===== src/rtl/txn_track_pkg.sv =====
// Shared types and helpers for the kernel transaction finish tracker.
// Pure declarations: no state, no latency.
// No flow control; everything here is combinational.
package txn_track_pkg;

    typedef enum logic [2:0] {
        IDLE,
        RUN,
        DRAIN,
        FINISHED,
        TIMEOUT
    } state_e;

    localparam int CNT_W_DEF           = 32;
    localparam int MAX_OUTSTANDING_DEF = 4;
    localparam int DRAIN_CYCLES_DEF    = 2;

    // Widest supported counter; callers zero-extend and pass a mask for their width.
    localparam int LAT_W = 64;

    typedef struct packed {
        logic [LAT_W-1:0] lat;
        logic [LAT_W-1:0] mn;
        logic [LAT_W-1:0] mx;
    } lat_upd_t;

    function automatic lat_upd_t lat_update(
        input logic [LAT_W-1:0] now,
        input logic [LAT_W-1:0] start_ts,
        input logic [LAT_W-1:0] cur_min,
        input logic [LAT_W-1:0] cur_max,
        input logic [LAT_W-1:0] mask
    );
        lat_upd_t r;
        r.lat = (now - start_ts) & mask;
        r.mn  = (r.lat < cur_min) ? r.lat : cur_min;
        r.mx  = (r.lat > cur_max) ? r.lat : cur_max;
        return r;
    endfunction

endpackage


===== src/rtl/ts_fifo.sv =====
// Register-based timestamp FIFO with simultaneous push/pop.
// Head is visible combinationally; count/full/empty are registered.
// Push when full is dropped unless a pop happens in the same cycle.
module ts_fifo #(
    parameter int DEPTH = 4,
    parameter int W     = 32
) (
    input  logic                   clock,
    input  logic                   reset,
    input  logic                   push_i,
    input  logic [W-1:0]           wr_dat_i,
    input  logic                   pop_i,
    output logic [W-1:0]           rd_dat_o,
    output logic                   full_o,
    output logic                   empty_o,
    output logic [$clog2(DEPTH):0] count_o
);

    localparam int PTR_W = $clog2(DEPTH);
    localparam logic [PTR_W:0] FULL_CNT = (PTR_W+1)'(DEPTH);

    logic [W-1:0]     mem_q [DEPTH];
    logic [PTR_W-1:0] wr_ptr_q;
    logic [PTR_W-1:0] rd_ptr_q;
    logic [PTR_W:0]   count_q;
    logic             do_push;
    logic             do_pop;

    assign empty_o  = (count_q == '0);
    assign full_o   = (count_q == FULL_CNT);
    assign count_o  = count_q;
    assign rd_dat_o = mem_q[rd_ptr_q];

    assign do_pop  = pop_i & ~empty_o;
    assign do_push = push_i & (~full_o | do_pop);

    always_ff @(posedge clock or negedge reset) begin
        if (!reset) begin
            for (int i = 0; i < DEPTH; i++) begin
                mem_q[i] <= '0;
            end
            wr_ptr_q <= '0;
            rd_ptr_q <= '0;
            count_q  <= '0;
        end else begin
            if (do_push) begin
                mem_q[wr_ptr_q] <= wr_dat_i;
                wr_ptr_q        <= wr_ptr_q + 1'b1;
            end
            if (do_pop) begin
                rd_ptr_q <= rd_ptr_q + 1'b1;
            end
            case ({do_push, do_pop})
                2'b10:   count_q <= count_q + 1'b1;
                2'b01:   count_q <= count_q - 1'b1;
                default: count_q <= count_q;
            endcase
        end
    end

endmodule


===== src/rtl/txn_finish_tracker.sv =====
// Tracks kernel ap_* handshakes, measures start-to-done latency and raises finish.
// Statistics update one cycle after the event; finish follows the last done by 1+DRAIN_CYCLES.
// Pure observer: never backpressures; events after finish/timeout are ignored.
module txn_finish_tracker
    import txn_track_pkg::*;
#(
    parameter int CNT_W           = CNT_W_DEF,
    parameter int MAX_OUTSTANDING = MAX_OUTSTANDING_DEF,
    parameter int DRAIN_CYCLES    = DRAIN_CYCLES_DEF
) (
    input  logic                               clock,
    input  logic                               reset,
    input  logic                               ap_start,
    input  logic                               ap_ready,
    input  logic                               ap_done,
    input  logic                               ap_continue,
    input  logic [15:0]                        expected_txn,
    input  logic [CNT_W-1:0]                   watchdog_limit,
    output logic                               finish,
    output logic                               timeout_err,
    output logic                               proto_err,
    output logic                               overflow_err,
    output logic [15:0]                        done_count,
    output logic [$clog2(MAX_OUTSTANDING):0]   outstanding,
    output logic [CNT_W-1:0]                   last_latency,
    output logic [CNT_W-1:0]                   min_latency,
    output logic [CNT_W-1:0]                   max_latency
);

    localparam logic [CNT_W-1:0] CNT_MASK   = '1;
    localparam logic [CNT_W-1:0] DRAIN_LAST = CNT_W'((DRAIN_CYCLES > 0) ? DRAIN_CYCLES - 1 : 0);

    state_e           state_q, state_d;
    logic [CNT_W-1:0] cyc_q;
    logic [CNT_W-1:0] wd_q, wd_d;
    logic [CNT_W-1:0] wd_lim_q, wd_lim_d;
    logic [CNT_W-1:0] drain_q, drain_d;
    logic [15:0]      exp_q, exp_d;
    logic [15:0]      done_q, done_d;
    logic [CNT_W-1:0] last_q, last_d;
    logic [CNT_W-1:0] min_q, min_d;
    logic [CNT_W-1:0] max_q, max_d;
    logic             proto_q, proto_d;
    logic             ovf_q, ovf_d;

    logic             accept, complete, active;
    logic             acc, cmp, bypass, counted;
    logic             fifo_push, fifo_pop, fifo_full, fifo_empty;
    logic [CNT_W-1:0] fifo_head;
    logic [CNT_W-1:0] start_ts;
    logic [15:0]      exp_eff;
    lat_upd_t         upd;

    assign accept   = ap_start & ap_ready;
    assign complete = ap_done & ap_continue;

    // The very first accept is handled in IDLE so a same-cycle done can bypass.
    assign active  = (state_q == RUN) | ((state_q == IDLE) & accept);
    assign acc     = active & accept;
    assign cmp     = active & complete;
    assign bypass  = acc & cmp & fifo_empty;
    assign counted = cmp & (acc | ~fifo_empty);

    assign fifo_pop  = cmp & ~fifo_empty;
    assign fifo_push = acc & ~bypass;
    assign start_ts  = bypass ? cyc_q : fifo_head;
    assign exp_eff   = (state_q == IDLE) ? expected_txn : exp_q;

    assign upd = lat_update(LAT_W'(cyc_q), LAT_W'(start_ts), LAT_W'(min_q),
                            LAT_W'(max_q), LAT_W'(CNT_MASK));

    generate
        if (CNT_W < LAT_W) begin : g_lat_hi
            logic unused_lat_hi;
            assign unused_lat_hi = ^{upd.lat[LAT_W-1:CNT_W], upd.mn[LAT_W-1:CNT_W],
                                     upd.mx[LAT_W-1:CNT_W]};
        end
    endgenerate

    ts_fifo #(
        .DEPTH (MAX_OUTSTANDING),
        .W     (CNT_W)
    ) u_ts_fifo (
        .clock    (clock),
        .reset    (reset),
        .push_i   (fifo_push),
        .wr_dat_i (cyc_q),
        .pop_i    (fifo_pop),
        .rd_dat_o (fifo_head),
        .full_o   (fifo_full),
        .empty_o  (fifo_empty),
        .count_o  (outstanding)
    );

    always_comb begin
        state_d  = state_q;
        wd_d     = wd_q;
        wd_lim_d = wd_lim_q;
        drain_d  = drain_q;
        exp_d    = exp_q;
        done_d   = done_q;
        last_d   = last_q;
        min_d    = min_q;
        max_d    = max_q;
        proto_d  = proto_q;
        ovf_d    = ovf_q;

        case (state_q)
            IDLE: begin
                if (accept) begin
                    state_d  = RUN;
                    exp_d    = expected_txn;
                    wd_lim_d = watchdog_limit;
                    wd_d     = '0;
                end
            end
            RUN: begin
                if (accept | complete) begin
                    wd_d = '0;
                end else begin
                    wd_d = wd_q + 1'b1;
                    if ((wd_lim_q != '0) && (wd_d == wd_lim_q)) begin
                        state_d = TIMEOUT;
                    end
                end
            end
            DRAIN: begin
                if (drain_q == DRAIN_LAST) begin
                    state_d = FINISHED;
                end else begin
                    drain_d = drain_q + 1'b1;
                end
            end
            default: ;
        endcase

        if (counted) begin
            done_d = done_q + 16'd1;
            last_d = upd.lat[CNT_W-1:0];
            min_d  = upd.mn[CNT_W-1:0];
            max_d  = upd.mx[CNT_W-1:0];
            if ((exp_eff != 16'd0) && (done_d == exp_eff)) begin
                state_d = (DRAIN_CYCLES == 0) ? FINISHED : DRAIN;
                drain_d = '0;
            end
        end
        if (cmp & ~acc & fifo_empty) begin
            proto_d = 1'b1;
        end
        if (acc & ~cmp & fifo_full) begin
            ovf_d = 1'b1;
        end
    end

    always_ff @(posedge clock or negedge reset) begin
        if (!reset) begin
            state_q  <= IDLE;
            cyc_q    <= '0;
            wd_q     <= '0;
            wd_lim_q <= '0;
            drain_q  <= '0;
            exp_q    <= '0;
            done_q   <= '0;
            last_q   <= '0;
            min_q    <= '1;
            max_q    <= '0;
            proto_q  <= 1'b0;
            ovf_q    <= 1'b0;
        end else begin
            state_q  <= state_d;
            cyc_q    <= cyc_q + 1'b1;
            wd_q     <= wd_d;
            wd_lim_q <= wd_lim_d;
            drain_q  <= drain_d;
            exp_q    <= exp_d;
            done_q   <= done_d;
            last_q   <= last_d;
            min_q    <= min_d;
            max_q    <= max_d;
            proto_q  <= proto_d;
            ovf_q    <= ovf_d;
        end
    end

    assign finish       = (state_q == FINISHED) | (state_q == TIMEOUT);
    assign timeout_err  = (state_q == TIMEOUT);
    assign proto_err    = proto_q;
    assign overflow_err = ovf_q;
    assign done_count   = done_q;
    assign last_latency = last_q;
    assign min_latency  = min_q;
    assign max_latency  = max_q;

endmodule

===== config.mk =====
export PLATFORM = sky130hd
export DESIGN_NAME = txn_finish_tracker
export DESIGN_NICKNAME = d
export VERILOG_FILES = /design/src/rtl/txn_track_pkg.sv /design/src/rtl/ts_fifo.sv /design/src/rtl/txn_finish_tracker.sv
export SDC_FILE = /design/constraint.sdc
export NUM_CORES = 1
export LEC_CHECK = 0
export ABC_AREA = 1
export BUFFER_PORTS_ARGS = -buffer_cell sky130_fd_sc_hd__buf_2
export CORE_UTILIZATION = 45
export DETAILED_ROUTE_END_ITERATION = 12
export PLACE_DENSITY = 0.74
export SLEW_MARGIN = 20
export SYNTH_ARGS = -nofsm -noshare
export SYNTH_HDL_FRONTEND = slang
export SYNTH_HIERARCHICAL = 1
export SYNTH_SLANG_ARGS = --single-unit

===== constraint.sdc =====
create_clock -name clock -period 15.9 [get_ports clock]
set_clock_uncertainty 0.1 [all_clocks]
set_input_delay 2.385 -clock clock [delete_from_list [all_inputs] [get_ports clock]]
set_output_delay 2.385 -clock clock [all_outputs]
set_load 0.005 [all_outputs]

### Yosys cells after proc, flatten, opt, wreduce, memory -nomap -nowiden

Index checks and enable logic that the tools add are counted.
W data, S select, Z words.

| storage, ports and cells | value |
|---|---|
| register bits | 396 |
| input bits | 54 |
| output and inout bits | 119 |
| word-level logic and storage cells | 108 |

| operators by class | value |
|---|---|
| $add $sub $neg | 9 |
| order comparisons | 5 |
| eq/ne operators | 11 |
| multiplexer cells | 23 |
| bitwise logic cells | 28 |
| reduce and logical (&&, ||, !) cells | 13 |

Operators with widths:

| operator | count |
|---|---|
| $mux W32 | 10 |
| $bwmux W128 | 1 |
| $add A32 B1 Y32 const B | 3 |
| $bmux W32 S2 | 1 |
| $demux W32 S2 | 1 |
| $pmux W32 S2 | 1 |
| $eq A32 B1 Y1 const B | 1 |
| $eq A32 B32 Y1 | 1 |
| $gt A32 B32 Y1 | 1 |
| $lt A32 B32 Y1 | 1 |
| $reduce_bool A32 Y1 | 1 |
| $sub A32 B32 Y32 | 1 |
| $mux W3 | 6 |
| $add A16 B1 Y16 const B | 1 |
| $and A1 B1 Y1 | 16 |
| $eq A16 B16 Y1 | 1 |
| $mux W16 | 1 |
| $reduce_bool A16 Y1 | 1 |
| $pmux W3 S3 | 1 |
| $reduce_and A2 Y1 | 4 |
| $eq A3 B2 Y1 const B | 2 |
| $eq A3 B3 Y1 const B | 2 |
| $ge A3 B3 Y1 const B | 2 |
| $logic_not A3 Y1 | 2 |
| other kinds (14) | 27 |

### Depth between registers and ports, before layout

| logic depth | value |
|---|---|
| depth in word-level cells | 11 |
| gate-level depth with buffers | 34 |
| depth with buffers taken out | 33 |

### By module

The synthesis kept the hierarchy.

By module, submodules not included:

| module | times used | cells each | area each (sq um) | seq. area each (sq um) |
|---|---|---|---|---|
| txn_finish_tracker | 1 | 2,309 | 16,978.8 | 6,571.3 |
| ts_fifo | 1 | 802 | 6,552.5 | 3,378.2 |

### Least setup slack after synthesis

OpenSTA, ideal clock, no wires.

| timing path | value |
|---|---|
| kind | input to register |
| start point | in ap_start |
| end point | reg max_q[23], in the netlist max_latency[23] |
| library setup time | 0.136 ns |
| data arrival time | 6.585 ns |
| required time | 15.664 ns |
| slack | 9.079 ns |
| stages | 29 |
| buffers on the path | 3 |
| path through | nand4_2 nand2_2 nand2_2 inv_1 nand2_1 nor2_1 buf_2 buf_2 nand2_1 o21ai_0 ha_1 a21o_1 a21oi_1 o21ai_0 nand3_1 nand2_1 a21boi_0 xor2_1 inv_1 ha_1 a21oi_1 o21a_1 o21a_1 o21ai_0 a21oi_1 nand2_1 nand2_1 clkbuf_1 o21ai_0 |

RTL lines:

| element | line | source |
|---|---|---|
| start: declaration | txn_finish_tracker.sv:13 | `input logic ap_start,` |
| end signal: assignment | txn_finish_tracker.sv:179 | `max_q <= max_d;` |
| end: declaration | txn_finish_tracker.sv:42 | `logic [CNT_W-1:0] max_q, max_d;` |

==> flow_metrics.tcl <==
set metrics [dict create \
    end_kind "register" \
    synth_area_sq_um 23500 \
    grt_max_degree 144 \
    clockPowerShare_pct 49.0 \
    yosysWarnings 6 \
    synth-seq-area-share_pct 42.3 \
    critPathKind "in2reg" \
    clk_latency_ns 0.60 \
    switching_power_uw 499 \
    vdd_drop_max_mv 0.0619 \
    p_int_uw 1680 \
    routedWlPerCell_microns 16.1 \
    min_to "u_ts_fifo/mem_q[41]$_DFFE_PN0P_" \
    p_per_area_nw_per_um2 82.7 \
    finalMaxSlewViolations 0 \
    syn_avg_cell_area_sq_um 7.56 \
    clk_pin_slew_worst_paths_ns 0.06 \
    holdPathStages 2 \
    cap_violations 0 \
    post_cts_buffers 0 \
    startpoint_type "primary input" \
    p_leak_uw 0.0133 \
    r2r_cells 29 \
    vias 21287 \
    postCtsHoldBufs 0 \
    pin_count 173 \
    synth-edff-count 0 \
    layout_common_cells "915 x nand2_1, 363 x dfrtp_1, 307 x inv_1" \
    fin_ws_ns 6.89 \
    yosysUniqueCellTypes 55 \
    worst-slew-pin-transition_ns 1.13 \
    pre_cts_ws_ns 6.34 \
    synth_ff_type "dfrtp_1" \
    dpl.hpwl_microns 43300 \
    grt-ovfl-total 0 \
    cts_made_buffers 44 \
    combinationalPowerShare_pct 3.8 \
    grt_pass1_vias 20238 \
    fillerInstances 4970 \
    finalSetupViolCount 0 \
    cts_num_sinks 396 \
    cp.required_ns 16.21 \
    die_x_microns 231 \
    drc 0 \
    place.gp.congestion 0.937 \
    drive_above_1_share_pct 10.4 \
    seqPwrFrac_pct 47.2 \
    clk_path_buf_depth 3 \
    critPathMaxFanout 87 \
    hold_path.startpoint "u_ts_fifo/mem_q[41]$_DFFE_PN0P_" \
    ant_nets 0 \
    fin_nets 3375 \
    die_h_microns 231 \
    fin_crit_sh_pct 56.6 \
    rsz0062_at_grt "no" \
    areaGrowthSynthToFinish_pct 12.0 \
    io_buffers 172 \
    cts_resized 0 \
    hold_class "reg2reg" \
    mostFrequentLayoutCell "nand2_1" \
    maxSlewHeadroom_pct 24.5 \
    setup_tns_ns 0 \
    antenna_found_initial 2 \
    status "completed" \
    postSynthNetCount 3271 \
    switching_share_pct 22.9 \
    rrSetupSlack_ns 8.06 \
    grt_usage_pct 24.0 \
    dieArea_sq_um 53200 \
    fmax_ghz 0.111 \
    syn_inst 3111 \
    coreArea_sq_um 51500 \
    hold_viol 0 \
    diodes 0 \
    grt_first_pass_wirelength_microns 105000 \
    totalWireLength_microns 63500 \
    vias_per_cell 5.42 \
    cts-root-buf "clkbuf_16" \
    synth.ff_latch_count 396 \
    htreeDepth 2 \
    drt_iter0_markers 1836 \
    initial_core_util_pct 45.7 \
    reg2reg_to "max_latency[17]$_DFFE_PN0P_" \
    cts_tree "yes" \
    num_rows 83 \
    min_period_ns 9.01 \
    arrival_ns 9.32 \
    reg2reg_from "state_q[2]$_DFF_PN0_" \
    synthArstFlopShare_pct 100 \
    dr.pass1.iters 6 \
]
-- cells by family after synthesis --
group | after synthesis | share of synthesized area [%]
simple gates | 1560 | 28.2
flops | 396 | 42.3
xor+xnor | 110 | 4.22
fa+ha+maj | 106 | 5.70
buf+inv | 445 | 7.48
mux | 23 | 1.04
compound gates | 471 | 11.0
-- registers in the layout, indices dropped and copies added (netlist names) --
name,flops
overflow_err,1
max_latency,32
last_latency,32
u_ts_fifo/mem_q,128
done_count,16
exp_q,16
state_q,3
u_ts_fifo/count_o,3
cyc_q,32
wd_q,32
min_latency,32
proto_err,1
wd_lim_q,32
u_ts_fifo/rd_ptr_q,2
drain_q,32
u_ts_fifo/wr_ptr_q,2
-- routing by layer --
| metal | global-route usage (%) | wire (microns) | up-vias |
|---|---|---|---|
| met2 | 39.3 | 29900 | 656 |
| met3 | 3.84 | 3820 | 117 |
| met4 | 7.82 | 1660 | 4 |
| met5 | 0 | 27 | - |
| li1 | - | - | 10475 |
| met1 | 32.5 | 28000 | 10035 |
-- cells in the mapped netlist (4+ instances only) --
master | number | area (sq um)
mux2_2 | 12 | 135
inv_2 | 5 | 18.8
nand3b_1 | 11 | 82.6
xor2_1 | 84 | 736
o21bai_1 | 6 | 45.0
mux2i_1 | 11 | 110
nor3b_1 | 4 | 30.0
nand3_1 | 120 | 601
o22ai_1 | 57 | 357
buf_4 | 6 | 45.0
nor2_1 | 278 | 1040
nor4_1 | 18 | 113
o21ai_1 | 62 | 310
buf_1 | 13 | 48.8
nand2_1 | 915 | 3430
a21o_1 | 6 | 45.0
dfstp_2 | 32 | 841
a21oi_1 | 102 | 510
inv_1 | 307 | 1150
clkbuf_1 | 59 | 221
o211ai_1 | 31 | 233
o21ai_0 | 189 | 946
nand4_1 | 150 | 938
buf_2 | 54 | 270
ha_1 | 104 | 1300
dfrtp_1 | 364 | 9110
nor3_1 | 39 | 195
nand3_2 | 5 | 50.1
xnor2_1 | 24 | 210
or2_2 | 5 | 31.3
-- critical path: stages --
cell,delay [ns]
buf_2,0.13
nand4_4,0.09
buf_4,0.67
nand2_2,0.67
nand2_2,0.29
inv_1,0.08
nand2_1,0.10
nor2_4,0.04
buf_4,0.30
inv_1,0.19
o21ai_0,0.10
ha_1,0.21
fa_1,0.40
o21ai_0,0.47
nand2_1,0.09
nand2_1,0.17
nand3_1,0.10
nand3_1,0.20
a21oi_1,0.11
xnor2_1,0.46
ha_1,0.20
nand2_1,0.07
nor4_1,0.37
and3_1,0.30
nand2_1,0.12
a21boi_2,0.75
o21ai_0,0.19
-- worst max path at each step --
stage / slack [ns] / to / start / cells after the start
2_1_floorplan: 9.08 / max_latency[23]$_DFFE_PN0P_ / ap_start / 29
3_3_place_gp: 6.49 / max_latency[30]$_DFFE_PN0P_ / ap_start / 27
3_5_place_dp: 6.34 / max_latency[17]$_DFFE_PN0P_ / ap_start / 27
4_1_cts: 6.98 / max_latency[17]$_DFFE_PN0P_ / ap_start / 27
5_1_grt: 6.17 / max_latency[16]$_DFFE_PN0P_ / ap_start / 30
6_report: 6.89 / max_latency[17]$_DFFE_PN0P_ / ap_start / 27
-- layout make-up --
cell class | count | area [sq um] | area share, %
Clock inverter | 14 | 200 | 0.759
Multi-Input combinational cell | 2270 | 11900 | 44.9
Timing Repair Buffer | 190 | 1020 | 3.88
Tap cell | 680 | 851 | 3.23
Clock buffer | 67 | 1320 | 5.00
Inverter | 313 | 1170 | 4.46
Sequential cell | 396 | 9950 | 37.7
-- power by group through the flow --
| stage | sequential [uW] | clock (uW) | combinational (uW) |
|---|---|---|---|
| detailed placement | 1050 | 0 | 83.3 |
| CTS | 1030 | 1090 | 83.5 |
| finish | 1030 | 1070 | 82.3 |
| global route | 1030 | 1120 | 95.1 |
| global placement | 1050 | 0 | 82.3 |
| floorplan | 1040 | 0 | 41.5 |
-- metrics by stage --
stage / hold slack, ns / instance area [sq um] / power [uW] / utilization, % / cells
after CTS: 0.367 / 26400 / 2200 / 51.2 / 3930
after floorplan: 0.337 / 23500 / 1090 / - / 3111
after detailed placement: 0.353 / 24800 / 1130 / 48.2 / 3849
after global routing: 0.386 / 26400 / 2250 / 51.2 / 3930
final: 0.366 / 26400 / 2180 / 51.2 / 3930
after global placement: 0.349 / 24800 / 1130 / 48.2 / 3849
No activity file was read; power rests on OpenSTA's default activity.
